File: config.mk
export PLATFORM = sky130hd
export DESIGN_NAME = led_chaser
export DESIGN_NICKNAME = d
export VERILOG_FILES = /design/src/rtl/led_chaser_pkg.sv /design/src/rtl/led_prescaler.sv /design/src/rtl/led_chaser.sv
export SDC_FILE = /design/constraint.sdc
export NUM_CORES = 1
export LEC_CHECK = 0
export CORE_MARGIN = 2
export CORE_UTILIZATION = 40
export CTS_CLUSTER_DIAMETER = 200
export CTS_CLUSTER_SIZE = 14
export DETAILED_ROUTE_END_ITERATION = 7
export PLACE_DENSITY = 0.72
export SLEW_MARGIN = 20
export SYNTH_ARGS = -nofsm -noshare
export SYNTH_HDL_FRONTEND = slang
export SYNTH_HIERARCHICAL = 1
export SYNTH_SLANG_ARGS = --single-unit
File: constraint.sdc
create_clock -name clk -period 4.65 [get_ports clk]
set_input_delay 0.93 -clock clk [delete_from_list [all_inputs] [get_ports clk]]
set_output_delay 0.93 -clock clk [all_outputs]
set_load 0.005 [all_outputs]
File: src/rtl/led_chaser_pkg.sv
`default_nettype none
// ============================================================================
// Module      : led_chaser_pkg
// Description : Shared mode and direction encodings for the LED chaser.
// Revision    : 1.0 - initial release
// ============================================================================
package led_chaser_pkg;

  // Pattern update modes, selected by the 2-bit mode input
  typedef enum logic [1:0] {
    MODE_ROL    = 2'd0,
    MODE_ROR    = 2'd1,
    MODE_BOUNCE = 2'd2,
    MODE_HOLD   = 2'd3
  } mode_e;

  // Bounce direction: left moves the lit bits toward the MSB
  typedef enum logic {
    DIR_LEFT  = 1'b0,
    DIR_RIGHT = 1'b1
  } dir_e;

endpackage : led_chaser_pkg
`default_nettype wire

File: src/rtl/led_prescaler.sv
`default_nettype none
// ============================================================================
// Module      : led_prescaler
// Description : Programmable divider producing a one-cycle tick every
//               period+1 enabled cycles. Count freezes while enable is low;
//               clear restarts the interval from zero.
// Revision    : 1.0 - initial release
// ============================================================================
module led_prescaler #(
  parameter int DIV_BITS = 27
) (
  input  logic                clk,
  input  logic                rstn,
  input  logic                enable,
  input  logic [DIV_BITS-1:0] period,
  input  logic                clear,
  output logic [DIV_BITS-1:0] count,
  output logic                tick
);

  logic [DIV_BITS-1:0] count_d;
  logic [DIV_BITS-1:0] count_q;

  // Terminal count reached while running. If period drops below the current
  // count, the counter simply wraps through zero before matching again.
  assign tick = enable && (count_q == period);

  // Next count: clear beats tick, tick restarts, enable advances, else hold
  always_comb begin
    count_d = count_q;
    if (clear) begin
      count_d = '0;
    end else if (tick) begin
      count_d = '0;
    end else if (enable) begin
      count_d = count_q + 1'b1;
    end
  end

  // Counter register with asynchronous active-low reset
  always_ff @(posedge clk or negedge rstn) begin
    if (!rstn) begin
      count_q <= '0;
    end else begin
      count_q <= count_d;
    end
  end

  assign count = count_q;

endmodule : led_prescaler
`default_nettype wire

File: src/rtl/led_chaser.sv
`default_nettype none
// ============================================================================
// Module      : led_chaser
// Description : Parametrised LED pattern generator. A prescaler tick advances
//               a WIDTH-bit pattern by rotate-left, rotate-right, bounce or
//               hold. A synchronous load replaces the pattern and restarts
//               the prescaler interval. WIDTH must be at least 2.
// Revision    : 1.0 - initial release
// ============================================================================
module led_chaser
  import led_chaser_pkg::*;
#(
  parameter int               WIDTH    = 8,
  parameter int               DIV_BITS = 27,
  parameter logic [WIDTH-1:0] INIT     = WIDTH'(1)
) (
  input  logic                clk,
  input  logic                rstn,
  input  logic                enable,
  input  logic [DIV_BITS-1:0] period,
  input  logic [1:0]          mode,
  input  logic                load,
  input  logic [WIDTH-1:0]    load_val,
  output logic [WIDTH-1:0]    gpio,
  output logic [DIV_BITS-1:0] count,
  output logic                step,
  output logic                dir
);

  logic             tick;
  logic [WIDTH-1:0] gpio_d;
  logic [WIDTH-1:0] gpio_q;
  dir_e             dir_d;
  dir_e             dir_q;
  logic             step_d;
  logic             step_q;

  function automatic logic [WIDTH-1:0] rot_left(input logic [WIDTH-1:0] v);
    return {v[WIDTH-2:0], v[WIDTH-1]};
  endfunction

  function automatic logic [WIDTH-1:0] rot_right(input logic [WIDTH-1:0] v);
    return {v[0], v[WIDTH-1:1]};
  endfunction

  // A load restarts the step interval so the new pattern is shown for a
  // full period before it first moves.
  led_prescaler #(
    .DIV_BITS (DIV_BITS)
  ) u_prescaler (
    .clk    (clk),
    .rstn   (rstn),
    .enable (enable),
    .period (period),
    .clear  (load),
    .count  (count),
    .tick   (tick)
  );

  // Next pattern, direction and step strobe; load wins over a coincident tick
  always_comb begin
    gpio_d = gpio_q;
    dir_d  = dir_q;
    step_d = 1'b0;
    if (load) begin
      gpio_d = load_val;
      dir_d  = DIR_LEFT;
    end else if (tick) begin
      step_d = 1'b1;
      case (mode_e'(mode))
        MODE_ROL: gpio_d = rot_left(gpio_q);
        MODE_ROR: gpio_d = rot_right(gpio_q);
        MODE_BOUNCE: begin
          // Turn around on the step that finds the leading bit at the edge,
          // so the edge pattern is shown for a full interval.
          if (dir_q == DIR_LEFT) begin
            if (gpio_q[WIDTH-1]) begin
              dir_d  = DIR_RIGHT;
              gpio_d = rot_right(gpio_q);
            end else begin
              gpio_d = rot_left(gpio_q);
            end
          end else begin
            if (gpio_q[0]) begin
              dir_d  = DIR_LEFT;
              gpio_d = rot_left(gpio_q);
            end else begin
              gpio_d = rot_right(gpio_q);
            end
          end
        end
        default: gpio_d = gpio_q;  // hold: prescaler and step keep running
      endcase
    end
  end

  // Output registers with asynchronous active-low reset
  always_ff @(posedge clk or negedge rstn) begin
    if (!rstn) begin
      gpio_q <= INIT;
      dir_q  <= DIR_LEFT;
      step_q <= 1'b0;
    end else begin
      gpio_q <= gpio_d;
      dir_q  <= dir_d;
      step_q <= step_d;
    end
  end

  assign gpio = gpio_q;
  assign step = step_q;
  assign dir  = dir_q;

endmodule : led_chaser
`default_nettype wire
# After elaboration in Yosys (flattened, before gate mapping)
# Cells that the tools add are included.
dict set report totals {
  in_bits 41
  regBits 37
}
dict set report classes {
  addsub 1
  n_reduce_logical 8
  n_eq_ne 3
  n_mux 17
}
# cell count
set op_table {}
lappend op_table {{27-bit 2-to-1 mux} 3}
lappend op_table {{8-bit 2-to-1 mux} 5}
lappend op_table {{27-bit by 1-bit adder with 27-bit output, second input constant} 1}
lappend op_table {{27-bit equality test} 1}
lappend op_table {{8-bit case mux with 3 select lines} 1}
lappend op_table {{1-bit 2-to-1 mux} 8}
lappend op_table {{2-bit AND reduction} 2}
lappend op_table {{2-bit nonzero test} 2}
lappend op_table {{4-bit nonzero test} 1}
lappend op_table {{3-bit nonzero test} 1}
lappend op_table {{2-bit by 1-bit equality test with 1-bit output, second input constant} 1}
lappend op_table {{2-bit equality test, second input constant} 1}
lappend op_table {{2-bit logical NOT} 1}
lappend op_table {{1-bit logical AND} 1}

# Depth between registers and ports, before layout
dict set report depth {
  depth_word 5
  ltp_mapped 10
  ltp_nobuf 9
}

# Cells and area by module
# Netlist, hierarchy kept.
# module area_each_um2 instances cells_per_inst
set modules_own_cells {}
lappend modules_own_cells {led_prescaler 1863.0 1 217}
lappend modules_own_cells {led_chaser 797.0 1 93}

# Least setup slack after synthesis
# No wires, ideal clock.
dict set report synth_timing {
  kind {input-to-reg}
  startpoint {input port period[5]}
  endpoint {register gpio_q[2], in the netlist gpio[2]}
  required_ns 4.560
  path_stages 9
  arrival_ns 2.491
  path_slack_ns 2.069
  cell_sequence {xnor2_1 > nand4_1 > nor4_4 > nand2_1 > inv_1 > o21ai_2 > nor2_2 > o21ai_0 > o221ai_1}
}
dict set report synth_between {
  elab_chain_cells 4
}
# element line
set synth_lines {}
lappend synth_lines {{start: declaration} led_chaser.sv:20} ;# input logic [DIV_BITS-1:0] period,
lappend synth_lines {{27-bit equality test} led_prescaler.sv:26} ;# assign tick = enable && (count_q == period);
lappend synth_lines {{1-bit logical AND} led_prescaler.sv:26}
lappend synth_lines {{named net tick} led_chaser.sv:30} ;# logic tick;
lappend synth_lines {{2-bit nonzero test (no source line)} --}
lappend synth_lines {{2-bit AND reduction (no source line)} --}
lappend synth_lines {{end signal: assignment} led_chaser.sv:104} ;# gpio_q <= gpio_d;
lappend synth_lines {{end: declaration} led_chaser.sv:32} ;# logic [WIDTH-1:0] gpio_q;
# The timed path passes the listed nets, and every way through them passes these cells.
# A chain may end at the register's enable or synchronous reset.

# Worst setup path after layout
dict set report layout_timing {
  startpoint {input port period[1]}
  endpoint {register gpio_q[4], in the netlist gpio[4]}
}
# Same word-level chain as after synthesis.

==> flow_summary.yaml <==
run_status:
  outcome: "finished clean"
worst_setup_path:
  ff2ff_path_depth: 9
  critPathRequiredTime_ns: 4.84
  critPathKind: "in -> reg"
  endpoint_kind: "flop"
  critPathMaxFanout: 8
  worstSetupStartpointType: "input port"
  critical_path_arrival_ns: 3.38
pwr:
  power_density_nw_per_um2: 203.1
  p_leak_uw: 0.001373
  irDropWorstVdd_mv: 0.1094
detailed_routing:
  routedWlPerCell_microns: 16.20
  vias_per_cell: 5.793
  ant_nets: 0
  drc: 0
  first_iter_violations: 188
  wirelength_microns: 7435
  first_pass_iters: 4
  num_vias: 2659
timing:
  fmax_ghz: 0.3144
  hold_viol: 0
  skew_ns: 0.01014
  period_share_pct: 68.40
  relSlewSlack_pct: 40.17
  tightestPinTransition_ns: 0.8974
  rsz0062_at_grt: "false"
  setup_violations: 0
  finalCriticalPeriod_ns: 3.181
  fin_tns_setup_ns: 0
  maxSlewViolCount: 0
layout:
  drive_gt1_share_pct: 6.021
  antenna_cells: 0
  nFillCells: 603
  fin_nets: 426
  syn2layout_area_growth_pct: 33.40
  fin_cells: 459
  final_area_sq_um: 3548
synthesis:
  synth_warnings: 6
  synth-async-reset-ratio_pct: 100.0
  synthesis.nets: 355
  ys.flop_type: "dfrtp_1"
  netlist_area_sq_um: 2660
  ys_seq_area_share_pct: 34.85
  ys_seq_elements: 37
  syn_avg_cell_area_sq_um: 8.581
  synth-edff-count: 0
  synth_cell_types: 55
  synthCells: 310
cts:
  h-tree-depth: 2
  cts_buffer_depth: 2
  cts_setup_buffers: 0
  cts_root_buf: "clkbuf_8"
  tritoncts: "done"
  cts-resized-gates: 0
  clkLatencyLatePin_ns: 0.29
  cts_buffers: 5
  cts_hold_buf: 0
  cts_sinks: 37
  clk_pin_slew_ns: 0.07
flow_run:
  maxCapViolations: 0
placed_design:
  postPlaceCellArea_sq_um: 3458
  gp_congestion: 0.8504
  dp_hpwl_microns: 5348
  place_inst: 451
  portBuffers: 77
floorplanning:
  die_w_microns: 85.55
  start_util_pct: 41.65
  dieArea_sq_um: 7319
  rows: 29
  io_pins: 78
  die_y_microns: 85.55
  core_sq_um: 6386
worst_hold_path:
  hold_class: "reg -> reg"
  hold_depth: 2
grt:
  grt_usage_pct: 20.25
  grt_pass1_wl_microns: 11900
  grt_antenna_before_repair: 0
  grt-ovfl-total: 0
  grt_pass1_vias: 2415
  grt_start_max_net_pins: 38
critical path: stages:
cell and delay (ns):
clkdlybuf4s50_1 0.41, xnor2_1 0.23, nand4_1 0.19, nor4_4 0.46
nand2_1 0.20, inv_1 0.20, o21ai_2 0.15, nor2_2 0.27
o21ai_0 0.14, o221ai_1 0.19
per-stage QoR:
step / utilization, % / total power [uW] / hold WS [ns] / setup WS, ns
6_report: 55.56 / 720.6 / 0.5902 / 1.469
5_1_grt: 55.56 / 757.2 / 0.6303 / 1.223
4_1_cts: 55.56 / 727.8 / 0.5899 / 1.492
3_5_place_dp: 54.15 / 495.6 / 0.5699 / 1.195
3_3_place_gp: 54.15 / 494.0 / 0.5588 / 1.281
2_1_floorplan: - / 418.6 / 0.5169 / 2.069
area by class of cell:
type / count / area (sq um) / area share, %
Tap cell: 77 / 96.34 / 2.715
Sequential cell: 37 / 927.1 / 26.13
Multi-Input combinational cell: 244 / 1598 / 45.03
Timing Repair Buffer: 80 / 788.3 / 22.21
Inverter: 13 / 48.80 / 1.375
Clock buffer: 8 / 90.09 / 2.539
cell usage after synthesis (all sizes together), types with 9 or more instances:
cell type | instances | area (sq um)
nand3 | 26 | 130.1
dfrtp | 36 | 900.9
and3 | 12 | 75.07
nor2 | 15 | 58.81
nand4 | 9 | 56.30
nand2 | 33 | 123.9
xnor2 | 27 | 244.0
buf | 9 | 58.80
o21ai | 21 | 116.4
inv | 13 | 48.80
a21oi | 14 | 70.07
o311ai | 9 | 78.82
worst paths after layout:
kind	startpoint	to	slack (ns)
worst max register to register	u_prescaler/count[4]	gpio[4]	2.05
max in group asynchronous	rstn	u_prescaler/count[5]	3.36
min in group asynchronous	rstn	u_prescaler/count[18]	0.74
worst min-delay path	gpio[5]	gpio[5]	0.59
worst max-delay path	period[1]	gpio[4]	1.47
worst min register to register	gpio[5]	gpio[5]	0.59
state kept, by name (all words and copies together), names as in the netlist:
register           cells
dir                    1
u_prescaler/count     27
gpio                   8
step                   1
routing by layer:
metal	track usage [%]	part of all wire (%)
met1	27.61	45
met5	0	0
met4	5.195	1.4
met3	4.620	7.6
met2	32.67	46
power breakdown:
group	switching, uW	internal (uW)	leakage (uW)
combinational	63.7	79.1	0.000825
clock	109	121	0.0000455
sequential	16.2	331	0.000502
total	189	531	0.00137
logic make-up after synthesis:
logic type / after synthesis / synth area share (%)
buf+inv: 29 / 5.080
fa+ha+maj: 4 / 1.882
compound gates: 79 / 21.17
mux: 2 / 0.7996
flops: 37 / 34.85
simple gates: 132 / 27.05
xor+xnor: 27 / 9.172
layout by cell type, fill, tap and decap left out, types with 3 or more instances in the layout:
cell,Yosys,layout
clkdlybuf4s50_1,0,76
inv_1,13,13
or3_1,5,5
a21o_1,5,5
o31ai_1,3,3
o311ai_0,4,4
buf_4,3,3
clkbuf_8,0,6
nor2b_1,5,5
nor2_1,14,14
dfrtp_1,36,36
a311oi_1,5,5
and2_1,6,6
and3_1,12,12
nand4_1,9,9
o21ai_0,18,18
nand2b_1,3,3
and4_1,4,4
xnor2_1,26,26
ha_1,4,4
a21oi_1,14,14
nand2_1,33,33
o311ai_1,5,5
nand3_1,26,26
o221ai_1,5,5
nor3_1,3,3
o21ai_2,3,3
and3b_1,3,3
Note: power is estimated with default switching activity, not from simulation.
